File: config.mk
export PLATFORM = sky130hd
export DESIGN_NAME = pipe_ctrl
export DESIGN_NICKNAME = d
export VERILOG_FILES = /design/src/rtl/pipe_ctrl.sv
export SDC_FILE = /design/constraint.sdc
export NUM_CORES = 1
export LEC_CHECK = 0
export ABC_AREA = 1
export ABC_CLOCK_PERIOD_IN_PS = 1700
export BUFFER_PORTS_ARGS = -buffer_cell sky130_fd_sc_hd__buf_4
export CORE_ASPECT_RATIO = 0.7
export CORE_MARGIN = 5
export CORE_UTILIZATION = 50
export DETAILED_ROUTE_END_ITERATION = 6
export GPL_TIMING_DRIVEN = 0
export HOLD_SLACK_MARGIN = 0.02
export PLACE_DENSITY = 0.86
export SYNTH_ARGS = -nofsm -noshare
export SYNTH_HDL_FRONTEND = slang
export SYNTH_SLANG_ARGS = --single-unit
File: constraint.sdc
create_clock -name clk -period 1.7 [get_ports clk]
set_input_delay 0.34 -clock clk [delete_from_list [all_inputs] [get_ports clk]]
set_output_delay 0.34 -clock clk [all_outputs]
set_load 0.05 [all_outputs]
File: src/rtl/pipe_ctrl.sv
// pipe_ctrl: stall/clear arbitration, stage occupancy tracking, post-flush
// issue blocking and saturating performance counters for a multi-lane backend.
module pipe_ctrl #(
    parameter int PIPE_NUM   = 2,
    parameter int STAGE_NUM  = 3,
    parameter int FLUSH_HOLD = 1,
    parameter int CNT_WIDTH  = 32
) (
    input  logic                                 clk,
    input  logic                                 rst_n,
    input  logic [PIPE_NUM-1:0]                  issue_i,
    input  logic [$clog2(PIPE_NUM)-1:0]          first_lane_i,
    input  logic [PIPE_NUM-1:0][STAGE_NUM-1:0]   stall_req_i,
    input  logic [PIPE_NUM-1:0][STAGE_NUM-1:0]   clr_req_i,
    input  logic [PIPE_NUM-1:0][STAGE_NUM-1:0]   clr_excl_self_i,
    output logic [PIPE_NUM-1:0][STAGE_NUM-1:0]   stall_vec_o,
    output logic [PIPE_NUM-1:0][STAGE_NUM-1:0]   clr_vec_o,
    output logic [PIPE_NUM-1:0][STAGE_NUM-1:0]   valid_o,
    output logic                                 issue_ready_o,
    output logic                                 frontend_clr_o,
    output logic [CNT_WIDTH-1:0]                 stall_cnt_o,
    output logic [CNT_WIDTH-1:0]                 flush_cnt_o
);
    localparam int FLW = $clog2(PIPE_NUM);
    localparam logic [3:0] HOLD_INIT = (FLUSH_HOLD > 0) ? 4'(FLUSH_HOLD - 1) : 4'd0;
    localparam logic [CNT_WIDTH-1:0] CNT_MAX = '1;

    typedef logic [PIPE_NUM-1:0][STAGE_NUM-1:0] grid_t;
    typedef enum logic {RUN, HOLD} state_t;

    grid_t                          valid_q, valid_d;
    logic [STAGE_NUM-1:0][FLW-1:0]  fl_q, fl_d;
    state_t                         state_q, state_d;
    logic [3:0]                     hold_q, hold_d;
    logic [CNT_WIDTH-1:0]           stall_cnt_q, stall_cnt_d;
    logic [CNT_WIDTH-1:0]           flush_cnt_q, flush_cnt_d;

    grid_t                          stall_m, clr_m, stall_vec, clr_vec;
    logic [STAGE_NUM-1:0]           stg_stall;
    logic                           stall_acc;
    logic                           frontend_clr, issue_ready;

    // Program-order position of a lane relative to the oldest lane of a stage
    function automatic int pos_f(input int lane, input logic [FLW-1:0] first);
        int d;
        d = lane - int'(first);
        if (d < 0) d = d + PIPE_NUM;
        return d;
    endfunction

    // Requests only count when they come from an occupied slot
    always_comb begin
        stall_m = stall_req_i & valid_q;
        clr_m   = clr_req_i & valid_q;
    end

    // A stall at stage t freezes every stage at or before t, in all lanes
    always_comb begin
        stg_stall = '0;
        stall_vec = '0;
        stall_acc = 1'b0;
        for (int s = STAGE_NUM - 1; s >= 0; s--) begin
            for (int q = 0; q < PIPE_NUM; q++) stall_acc = stall_acc | stall_m[q][s];
            stg_stall[s] = stall_acc;
        end
        for (int p = 0; p < PIPE_NUM; p++)
            for (int s = 0; s < STAGE_NUM; s++) stall_vec[p][s] = stg_stall[s];
    end

    // Each clear kills everything younger than its requester; requests OR together
    always_comb begin
        clr_vec      = '0;
        frontend_clr = |clr_m;
        for (int p = 0; p < PIPE_NUM; p++) begin
            for (int s = 0; s < STAGE_NUM; s++) begin
                if (clr_m[p][s]) begin
                    for (int l = 0; l < PIPE_NUM; l++) begin
                        for (int t = 0; t < STAGE_NUM; t++)
                            if (t < s) clr_vec[l][t] = 1'b1;
                        if (pos_f(l, fl_q[s]) > pos_f(p, fl_q[s])) clr_vec[l][s] = 1'b1;
                    end
                    if (!clr_excl_self_i[p][s]) clr_vec[p][s] = 1'b1;
                end
            end
        end
    end

    // Occupancy advance: held stages drop killed slots, a stall boundary inserts a bubble
    always_comb begin
        valid_d = valid_q;
        fl_d    = fl_q;
        if (stg_stall[0]) begin
            for (int p = 0; p < PIPE_NUM; p++) valid_d[p][0] = valid_q[p][0] & ~clr_vec[p][0];
        end else begin
            for (int p = 0; p < PIPE_NUM; p++) valid_d[p][0] = issue_i[p] & issue_ready & ~frontend_clr;
            fl_d[0] = first_lane_i;
        end
        for (int s = 1; s < STAGE_NUM; s++) begin
            if (stg_stall[s]) begin
                for (int p = 0; p < PIPE_NUM; p++) valid_d[p][s] = valid_q[p][s] & ~clr_vec[p][s];
            end else if (stg_stall[s-1]) begin
                for (int p = 0; p < PIPE_NUM; p++) valid_d[p][s] = 1'b0;
            end else begin
                for (int p = 0; p < PIPE_NUM; p++) valid_d[p][s] = valid_q[p][s-1] & ~clr_vec[p][s-1];
                fl_d[s] = fl_q[s-1];
            end
        end
    end

    // Post-flush issue block: HOLD lasts FLUSH_HOLD cycles, a new clear restarts it
    always_comb begin
        state_d = state_q;
        hold_d  = hold_q;
        case (state_q)
            RUN: begin
                if (frontend_clr && FLUSH_HOLD > 0) begin
                    state_d = HOLD;
                    hold_d  = HOLD_INIT;
                end
            end
            HOLD: begin
                if (frontend_clr) begin
                    hold_d = HOLD_INIT;
                end else if (hold_q == 4'd0) begin
                    state_d = RUN;
                end else begin
                    hold_d = hold_q - 4'd1;
                end
            end
            default: state_d = RUN;
        endcase
        issue_ready = (state_q == RUN) & ~stg_stall[0] & ~frontend_clr;
    end

    // Saturating stall-cycle and clear-event counters
    always_comb begin
        stall_cnt_d = stall_cnt_q;
        flush_cnt_d = flush_cnt_q;
        if (stg_stall[0] && stall_cnt_q != CNT_MAX) stall_cnt_d = stall_cnt_q + CNT_WIDTH'(1);
        if (frontend_clr && flush_cnt_q != CNT_MAX) flush_cnt_d = flush_cnt_q + CNT_WIDTH'(1);
    end

    // State registers
    always_ff @(posedge clk or negedge rst_n) begin
        if (!rst_n) begin
            valid_q     <= '0;
            fl_q        <= '0;
            state_q     <= RUN;
            hold_q      <= '0;
            stall_cnt_q <= '0;
            flush_cnt_q <= '0;
        end else begin
            valid_q     <= valid_d;
            fl_q        <= fl_d;
            state_q     <= state_d;
            hold_q      <= hold_d;
            stall_cnt_q <= stall_cnt_d;
            flush_cnt_q <= flush_cnt_d;
        end
    end

    assign stall_vec_o    = stall_vec;
    assign clr_vec_o      = clr_vec;
    assign valid_o        = valid_q;
    assign issue_ready_o  = issue_ready;
    assign frontend_clr_o = frontend_clr;
    assign stall_cnt_o    = stall_cnt_q;
    assign flush_cnt_o    = flush_cnt_q;
endmodule
# Word-level counts from Yosys, hierarchy flattened
# Index checks and enable logic that the tools add are counted.
dict set report totals {
  input_bits 23
  reg_bits 78
  latch_bits 0
  mem_bits_ro 0
  mem_bits_rw 0
  memories 0
}
dict set report classes {
  order_cmp 18
  n_addsub 15
  n_reduce_logical 7
  mux 64
  n_mul 0
  shift 0
  n_div 0
  bitwise_logic 30
  eq_ne 4
}
# op n
set op_table {}
lappend op_table {{$mux W32} 18}
lappend op_table {{$gt A32 B32 Y1} 12}
lappend op_table {{$add A32 B1 Y32 const B} 2}
lappend op_table {{$ne A32 B32 Y1 const B} 2}
lappend op_table {{$mux W1} 35}
lappend op_table {{$add A2 B3 Y4 const B} 6}
lappend op_table {{$and A1 B1 Y1} 12}
lappend op_table {{$and A6 B6 Y6} 2}
lappend op_table {{$lt A2 B1 Y1 const B} 6}
lappend op_table {{$mux W4} 3}
lappend op_table {{$mux W6} 2}
lappend op_table {{$sub A1 B1 Y2 const A} 6}
lappend op_table {{$not A1 Y1} 11}
lappend op_table {{$mux W2} 4}
lappend op_table {{$pmux W4 S2} 1}
lappend op_table {{$reduce_and A2 Y1} 3}
lappend op_table {{$reduce_or A6 Y1} 1}
lappend op_table {{$or A1 B1 Y1} 5}
lappend op_table {{$logic_not A4 Y1} 1}
lappend op_table {{$sub A4 B1 Y4 const B} 1}
lappend op_table {{$ne A3 B3 Y1 const B} 1}
lappend op_table {{$logic_and A1 B1 Y1} 2}
lappend op_table {{$ne A2 B2 Y1 const B} 1}
lappend op_table {{$pmux W1 S2} 1}

# Longest topological paths before layout
# Gate-level depths: netlist of run 1.
dict set report logic_depth {
  depth_word 19
  ltp_mapped 11
  mapped_depth_nobuf 10
}

# Worst setup path before layout of run 1
# OpenSTA, ideal clock, no wires.
dict set report synth_path {
  kind {register to output}
  start {reg valid_q (netlist bit valid_o[2])}
  end {out issue_ready_o}
  t_arrival_ns 2.071
  path_stages_with_launch 8
  setup_slack_ns -0.711
  required_ns 1.360
  cell_sequence {dfrtp_1 > nand2_1 > nand2_1 > nor2_2 > nand2_2 > nor2_1 > nand2_1 > inv_1}
}
# element line_no
set synth_lines {}
lappend synth_lines {{start: declaration} 31} ;# grid_t valid_q, valid_d;
lappend synth_lines {{start signal: assignment} 153} ;# valid_q <= valid_d;
lappend synth_lines {{end: declaration} 19} ;# output logic issue_ready_o,

==> impl_metrics.ini, run 1 <==
[sta]
fmax_mhz = 515
slew_violations = 0
hold_violations = 0
timing.final.ws_setup_ns = -0.241
whs_ns = 0.184
worst_pin_slew_ns = 1.00
max_slew_margin = 0.333
timing.final.crit_share = 1.14
setup_viol = 21
period_needed_ns = 1.94
rsz0062_at_grt = true
fin_skew_ns = 0.00866

[detailed_routing]
dr.pass1.iters = 5
drt-initial-drc-count = 561
wl_per_cell_um = 14.5
ant_nets = 0
viasPerCell = 5.25
vias = 5760
drc = 0
finalWirelength_um = 15900

[logic_synthesis]
ys_warn_count = 0
synth_edf_count = 0
ys_seq_area_frac = 0.376
synthCells = 806
netlist_area_mm2 = 0.00519
synth_flop_cell = dfrtp_1
synth_async_sr_flop_share = 1.00
syn_area_per_cell_um2 = 6.43
syn_nets = 832
synth_cell_types = 27
synth_seq_cells = 78

[grt]
grt_pass1_vias = 4849
grt_overflow = 0
track_usage = 0.237
met2_usage = 0.346
top_usage_layer = met2
use_met3 = 0.0665
grt.met1_usage = 0.346
antenna_found_initial = 0
grt_pass1_wl_um = 24200
grt_start_max_net_pins = 79

[pwr]
p_leak_nw = 3.56
pwr_density_cell_mw_per_mm2 = 1640
totalPowerFinal_mw = 11.9
ir_worst_vdd_uv = 1180

[floorplan]
die_w_um = 132
die-area_mm2 = 0.0125
ios = 107
start_util = 0.506
die_h_um = 95.2
coreArea_mm2 = 0.0102
row_count = 31

[clocking]
cts_buffer_depth = 2
clockRootBuffer = clkbuf_16
cts.sinks = 78
cts_made_buffers = 9
path_clk_slew_ns = 0.06
clk_latency_ns = 0.33
cts_tree = yes
cts_max_level = 3

[place]
place_congestion = 0.974
portBuffers = 106
place_ws_ns = -0.195
dp_hpwl_um = 11300

[layout]
area_growth_pct = 39.6
fin_nets = 986
layout-drive-gt1-share = 0.313
n_antenna_cell = 0
fin_util = 0.707

[critical_path]
cp.required_ns = 1.36
cp_num_buf_inv = 4
critPathTopFamily = buffers and inverters
crit_slowest_cell = dfrtp_2
path_class = register to primary output
crit_chain = nand2_1 -> nand2_2 -> nor2_4 -> buf_6 -> clkinvlp_4 -> buf_8 -> buf_8
crit_path_start_kind = register
cp_max_fo = 5
slowest_delay_ns = 0.43
crit_top_cell = buf_8
crit_arrival_ns = 1.60
crit_path_end_kind = primary output

[hold_path]
hp-class = input port to async pin

[job]
cap_violations = 0

[status]
violations = negative setup slack
status = finished, violations left
## layer usage
metal,vias to the layer above,part of all wire
met4,0,0.014
li1,2773,-
met5,-,0
met3,28,0.11
met2,310,0.43
met1,2649,0.45
## layout make-up
class / instances / area [µm²]
timing repair buffer: 144 / 1200
sequential: 78 / 2030
inverter: 74 / 303
fill: 815 / 3000
tap: 132 / 165
multi-input combinational: 638 / 3010
buffer: 15 / 173
clock buffer: 12 / 246
clock inverter: 4 / 120
## sequential cells by signal (all words and copies together) (netlist names)
| signal | cells |
|---|---|
| fl_q | 3 |
| flush_cnt_o | 32 |
| hold_q | 4 |
| stall_cnt_o | 32 |
| state_q | 1 |
| valid_o | 6 |
## repair_timing
item                       in CTS  in global routing
setup buffers                  12                 24
pin swaps                       8                 12
gates cloned                    0                  2
resized for setup              33                 38
hold buffers                    0                  0
setup endpoints to repair      12                 62
## worst paths after layout
kind | startpoint | to | slack (ns) | depth (start not counted)
worst max-delay path | valid_o[4] | stall_vec_o[4] | -0.24 | 7
worst min-delay path | rst_n | stall_cnt_o[1] | 0.18 | 1
worst max register to register | stall_cnt_o[0] | stall_cnt_o[15] | -0.02 | 11
worst min register to register | hold_q[2] | hold_q[2] | 0.54 | 2
max in group asynchronous | rst_n | flush_cnt_o[22] | 0.81 | 1
min in group clk | issue_i[1] | valid_o[3] | 0.22 | 3
## layout by cell type (no fill, tap or decap), types with 2 or more instances in the layout
| cell | count |
|---|---|
| a21oi_1 | 2 |
| buf_4 | 131 |
| buf_6 | 14 |
| buf_8 | 12 |
| bufinv_16 | 4 |
| clkbuf_1 | 2 |
| clkbuf_16 | 11 |
| clkinvlp_4 | 2 |
| dfrtp_1 | 17 |
| dfrtp_2 | 61 |
| ha_4 | 2 |
| inv_1 | 64 |
| inv_2 | 4 |
| inv_4 | 2 |
| nand2_1 | 378 |
| nand2_2 | 14 |
| nand2_4 | 8 |
| nand2_8 | 3 |
| nand3_1 | 43 |
| nand3_2 | 3 |
| nand4_1 | 10 |
| nor2_1 | 97 |
| nor2_2 | 13 |
| nor2_4 | 7 |
| nor2_8 | 2 |
| nor3_1 | 2 |
| o21a_1 | 2 |
| o21ai_0 | 17 |
| o21ai_1 | 2 |
| or2_2 | 3 |
| xnor2_1 | 14 |
| xor2_1 | 12 |
## cells in the mapped netlist (4+ instances only)
cell type / instances / area (µm²)
or2_2: 4 / 25.0
xnor2_1: 14 / 123
nand2_4: 5 / 56.3
nand2_2: 4 / 25.0
nand2_1: 393 / 1480
inv_1: 69 / 259
nand3_1: 46 / 230
nor2_2: 4 / 25.0
dfrtp_1: 78 / 1950
nor2_1: 110 / 413
buf_4: 7 / 52.6
xor2_1: 12 / 105
buf_6: 7 / 78.8
o21ai_0: 17 / 85.1
inv_2: 4 / 15.0
nand4_1: 10 / 62.6
## power by group
group | switching (mW) | internal (mW) | total, mW
clock network | 0.756 | 1.63 | 2.38
registers | 0.341 | 2.16 | 2.50
logic | 4.22 | 2.75 | 6.97
total | 5.32 | 6.54 | 11.9
## through the flow
step                      setup TNS, ns  std cells  area, µm²
final                             -1.47       1097       7240
after global routing              -3.30       1097       7240
after CTS                         -1.34       1071       6890
after detailed placement         -0.468       1044       6340
after global placement           -0.393       1044       6340
after floorplan                  -0.663        806       5380
## cells by family after synthesis
group | share of synthesized area
AO/OA/AOI/OAI | 0.0253
flip-flops | 0.376
buffers and inverters | 0.0813
adder cells (fa/ha/maj) | 0.00724
AND/OR/NAND/NOR | 0.466
XOR/XNOR | 0.0439
## worst reg2reg max path, cell delays in order (launching register included)
cell and delay (ns):
dfrtp_2 0.43, ha_4 0.21, inv_4 0.05, nor2_4 0.17, nand2_4 0.11, nor2_8 0.14, nand2_4 0.08, nand2_8 0.11
inv_8 0.06, clkbuf_16 0.16, nand2_1 0.06, nand2_1 0.04
(Power assumes the default switching activity.)
==> run 2, diff against run 1 <==
--- a/config.mk
+++ b/config.mk
@@ -9,7 +9,7 @@
 export ABC_CLOCK_PERIOD_IN_PS = 1700
 export BUFFER_PORTS_ARGS = -buffer_cell sky130_fd_sc_hd__buf_4
 export CORE_ASPECT_RATIO = 0.7
-export CORE_MARGIN = 5
+export CORE_MARGIN = 4
 export CORE_UTILIZATION = 50
 export DETAILED_ROUTE_END_ITERATION = 6
 export GPL_TIMING_DRIVEN = 0
==> impl_metrics.ini, run 2 (synthesized netlist as in run 1, its figures left out) <==
[status]
status = finished, violations left
violations = negative setup slack

[critical_path]
rr_worst_depth = 11
crit_path_start_kind = register
cp_max_fo = 3
rrSetupSlack_ns = -0.01
crit_path_end_kind = primary output
crit-reg2reg-launch = valid_o[5]
cp-startpoint = valid_o[4]
path_class = register to primary output
cp.required_ns = 1.36
crit_arrival_ns = 1.63
rr_endpoint = flush_cnt_o[22]

[layout]
fin_util = 0.743
final-seq-area_mm2 = 0.00203
multi_input_area_mm2 = 0.00304
fin_nets = 997
fillCellCount = 775
layout-drive-gt1-share = 0.324
final_cell_mix = nand2_1 (377), buf_4 (134), nor2_1 (96), inv_1 (65), dfrtp_2 (62)
n_antenna_cell = 0
final_common_cell = nand2_1
area_growth_pct = 41.9

[sta]
max_slew_margin = 0.333
timing.final.ws_setup_ns = -0.269
fmax_mhz = 508
worst_pin_slew_ns = 1.00
hold_violations = 0
timing.final.crit_share = 1.16
setup_viol = 16
slew_violations = 0
fin_skew_ns = 0.00728
rsz0062_at_grt = true
period_needed_ns = 1.97

[place]
portBuffers = 106
dp_hpwl_um = 11600
place_congestion = 1.00

[clocking]
cts_made_buffers = 9
cts_buffer_depth = 2
clk_latency_ns = 0.33
cts_tree = yes
cts.sinks = 78
cts_max_level = 3
path_clk_slew_ns = 0.06
clockRootBuffer = clkbuf_16

[pwr]
ir_worst_vdd_uv = 1440
p_leak_nw = 3.60
totalPowerFinal_mw = 12.2
pwr_density_cell_mw_per_mm2 = 1660

[floorplan]
start_util = 0.523
ios = 107
die_w_um = 130
row_count = 30
die_h_um = 93.2
coreArea_mm2 = 0.00991
die-area_mm2 = 0.0121

[detailed_routing]
drc = 0
ant_nets = 0
vias = 5854
wl_per_cell_um = 15.6
drt-initial-drc-count = 476
finalWirelength_um = 17200
viasPerCell = 5.31
dr.pass1.iters = 5

[grt]
antenna_found_initial = 0
grt_start_max_net_pins = 79
grt_pass1_wl_um = 25000
track_usage = 0.262
grt_pass1_vias = 4926
grt_overflow = 0

[hold_path]
hp-class = input port to async pin

[job]
cap_violations = 0
==> run 2: repair_timing <==
| item | in CTS | in global routing |
|---|---|---|
| endpoints found under the setup margin | 31 | 64 |
| setup buffers | 19 | 29 |
| resized for setup | 35 | 56 |
| pin swaps | 7 | 16 |
| hold endpoints to repair | 0 | 0 |
| cloned | 0 | 4 |
| hold buffers | 0 | 0 |
==> run 2: worst max-delay path by stage <==
stage / to / slack (ns) / depth (start not counted)
finish: stall_vec_o[4] / -0.27 / 7
CTS: stall_vec_o[4] / -0.25 / 7
global route: stall_vec_o[4] / -0.34 / 7
floorplan: stall_vec_o[4] / -0.17 / 5
detailed placement: issue_ready_o / -0.24 / 10
global placement: issue_ready_o / -0.20 / 10
==> run 2: area by class of cell <==
type,instances,area share
Clock buffer,11,0.0330
Tap cell,128,0.0218
Clock inverter,4,0.00646
Sequential cell,78,0.276
Buffer,15,0.0255
Multi-Input combinational cell,638,0.413
Timing Repair Buffer,155,0.183
Inverter,74,0.0418
==> run 2: metal layers <==
| layer | up-vias | track usage | share of wire | routed length [µm] |
|---|---|---|---|---|
| met1 | 2731 | 0.407 | 0.44 | 7530 |
| li1 | 2787 | - | - | - |
| met2 | 308 | 0.372 | 0.44 | 7560 |
| met5 | - | 0 | 0 | 0 |
| met4 | 0 | 0.0597 | 0.016 | 278 |
| met3 | 28 | 0.0542 | 0.11 | 1820 |
==> run 2: where the power goes <==
part / leakage (nW) / total (mW) / internal (mW) / switching (mW)
Clock: 0.141 / 1.93 / 1.16 / 0.760
Sequential: 0.959 / 2.51 / 2.16 / 0.351
Combinational: 2.50 / 7.80 / 3.30 / 4.50
==> run 2: critical path, stage by stage, from the launching register on <==
cell        delay (ns)
dfrtp_2           0.43
nand2_1           0.09
nand2_2           0.07
nor2_4            0.17
buf_6             0.13
clkinvlp_4        0.13
buf_8             0.15
buf_8             0.14
==> run 2: per-stage QoR <==
stage	instance area (µm²)	std cells	hold WS, ns	worst slack, ns	setup TNS, ns
5_1_grt	7360	1103	0.207	-0.339	-4.69
2_1_floorplan	5380	806	0.0444	-0.171	-0.663
6_report	7360	1103	0.166	-0.269	-1.86
3_5_place_dp	6330	1040	0.518	-0.237	-0.799
3_3_place_gp	6330	1040	0.513	-0.205	-0.402
4_1_cts	6860	1073	0.196	-0.255	-1.49
==> run 3, diff against run 2 <==
--- a/config.mk
+++ b/config.mk
@@ -14,7 +14,7 @@
 export DETAILED_ROUTE_END_ITERATION = 6
 export GPL_TIMING_DRIVEN = 0
 export HOLD_SLACK_MARGIN = 0.02
-export PLACE_DENSITY = 0.86
+export PLACE_DENSITY = 0.77
 export SYNTH_ARGS = -nofsm -noshare
 export SYNTH_HDL_FRONTEND = slang
 export SYNTH_SLANG_ARGS = --single-unit
==> impl_metrics.ini, run 3 (synthesized netlist as in run 1, its figures left out) <==
[hold_path]
hp-class = input port to async pin

[sta]
max_slew_margin = 0.317
period_needed_ns = 1.97
worst_pin_slew_ns = 1.02
setup_viol = 9
timing.final.ws_setup_ns = -0.274
rsz0062_at_grt = true
slew_violations = 0
fin_skew_ns = 0.00798
timing.final.crit_share = 1.16
hold_violations = 0
fmax_mhz = 506

[layout]
final_cell_area_mm2 = 0.00734
fillCellCount = 760
area_growth_pct = 41.6
layout-drive-gt1-share = 0.328
fin_nets = 1001
fin_cells = 1108
n_antenna_cell = 0
final_cell_mix = nand2_1 (376), buf_4 (143), nor2_1 (97), inv_1 (64), dfrtp_2 (62)
final_common_cell = nand2_1

[detailed_routing]
drc = 0
wl_per_cell_um = 15.1
ant_nets = 0
drt-initial-drc-count = 454
dr.pass1.iters = 5
viasPerCell = 5.19
finalWirelength_um = 16700
vias = 5747

[clocking]
cts_made_buffers = 9
clockRootBuffer = clkbuf_16
clk_latency_ns = 0.33
cts.sinks = 78
cts_tree = yes
path_clk_slew_ns = 0.06
cts_buffer_depth = 2
cts_max_level = 3

[critical_path]
crit_path_end_kind = primary output
rr_worst_depth = 11
path_class = register to primary output
rr_endpoint = flush_cnt_o[30]
cp.required_ns = 1.36
crit-reg2reg-launch = valid_o[2]
crit_path_start_kind = register
crit_arrival_ns = 1.63
cp_max_fo = 4
rrSetupSlack_ns = 0.06

[floorplan]
start_util = 0.523
coreArea_mm2 = 0.00991
ios = 107
die_w_um = 130
die_h_um = 93.2
die-area_mm2 = 0.0121
row_count = 30

[job]
cap_violations = 0

[grt]
track_usage = 0.265
grt_pass1_wl_um = 25300
grt_start_max_net_pins = 79
antenna_found_initial = 0
grt_overflow = 0
grt_pass1_vias = 5097

[place]
portBuffers = 106
dp_hpwl_um = 11700
place_ws_ns = -0.207
dp_cells = 1040
place_congestion = 0.987
place_area_mm2 = 0.00633

[status]
status = finished, violations left
violations = negative setup slack

[pwr]
ir_worst_vdd_uv = 1290
p_leak_nw = 3.64
pwr_density_cell_mw_per_mm2 = 1590
[run 3: worst max-delay path by stage]
stage | endpoint | cells past startpoint | slack [ns] | start
5_1_grt | issue_ready_o | 9 | -0.34 | valid_o[2]
6_report | issue_ready_o | 9 | -0.27 | valid_o[2]
3_5_place_dp | issue_ready_o | 10 | -0.21 | clr_req_i[5]
3_3_place_gp | issue_ready_o | 10 | -0.19 | clr_req_i[5]
4_1_cts | issue_ready_o | 9 | -0.25 | valid_o[5]
2_1_floorplan | stall_vec_o[4] | 5 | -0.17 | valid_o[2]
[run 3: what timing repair did]
| action | in CTS | in global routing |
|---|---|---|
| setup buffers | 22 | 30 |
| hold buffers | 0 | 0 |
| gates resized for setup | 35 | 48 |
| pin swaps | 10 | 13 |
| endpoints found under the hold margin | 0 | 0 |
| setup endpoints to repair | 50 | 67 |
[run 3: per-stage QoR]
stage	power (mW)	setup TNS [ns]	hold WS, ns	utilization
final	11.7	-1.69	0.182	0.741
after global routing	12.3	-2.45	0.224	0.741
after CTS	11.1	-1.45	0.201	0.701
after floorplan	6.55	-0.663	0.0444	-
after global placement	7.95	-1.12	0.513	0.639
after detailed placement	8.08	-1.77	0.529	0.639
[run 3: cell type report]
class	count	area, µm²	share of cell area
clock inverters	4	70.1	0.00954
plain buffers	16	189	0.0257
multi-input cells	638	3050	0.416
inverters	74	298	0.0406
flip-flops and latches	78	2030	0.276
repair buffers	158	1290	0.175
clock buffers	12	256	0.0349
well taps	128	160	0.0218
[run 3: layer usage]
layer  vias to the layer above  share of wire  GRT usage  wire length [µm]
li1                       2791              -          -                 -
met1                      2675           0.45      0.394              7560
met2                       266           0.44      0.384              7310
met3                        15           0.10     0.0742              1690
met4                         0         0.0077     0.0562               129
met5                         -              0          0                 0
[run 3: critical path, cell delays in order, from the launching register on]
cell        delay [ns]
dfrtp_2           0.45
nand2_4           0.10
nand2_4           0.06
nor2_4            0.12
nand2_2           0.10
buf_12            0.14
inv_8             0.04
nand2_4           0.04
clkinvlp_4        0.10
buf_8             0.15
[run 3: power breakdown]
part           switching (mW)  internal (mW)  total (mW)
combinational            4.27           2.82        7.10
sequential              0.327           2.16        2.49
clock                   0.752           1.36        2.11
total                    5.35           6.35        11.7
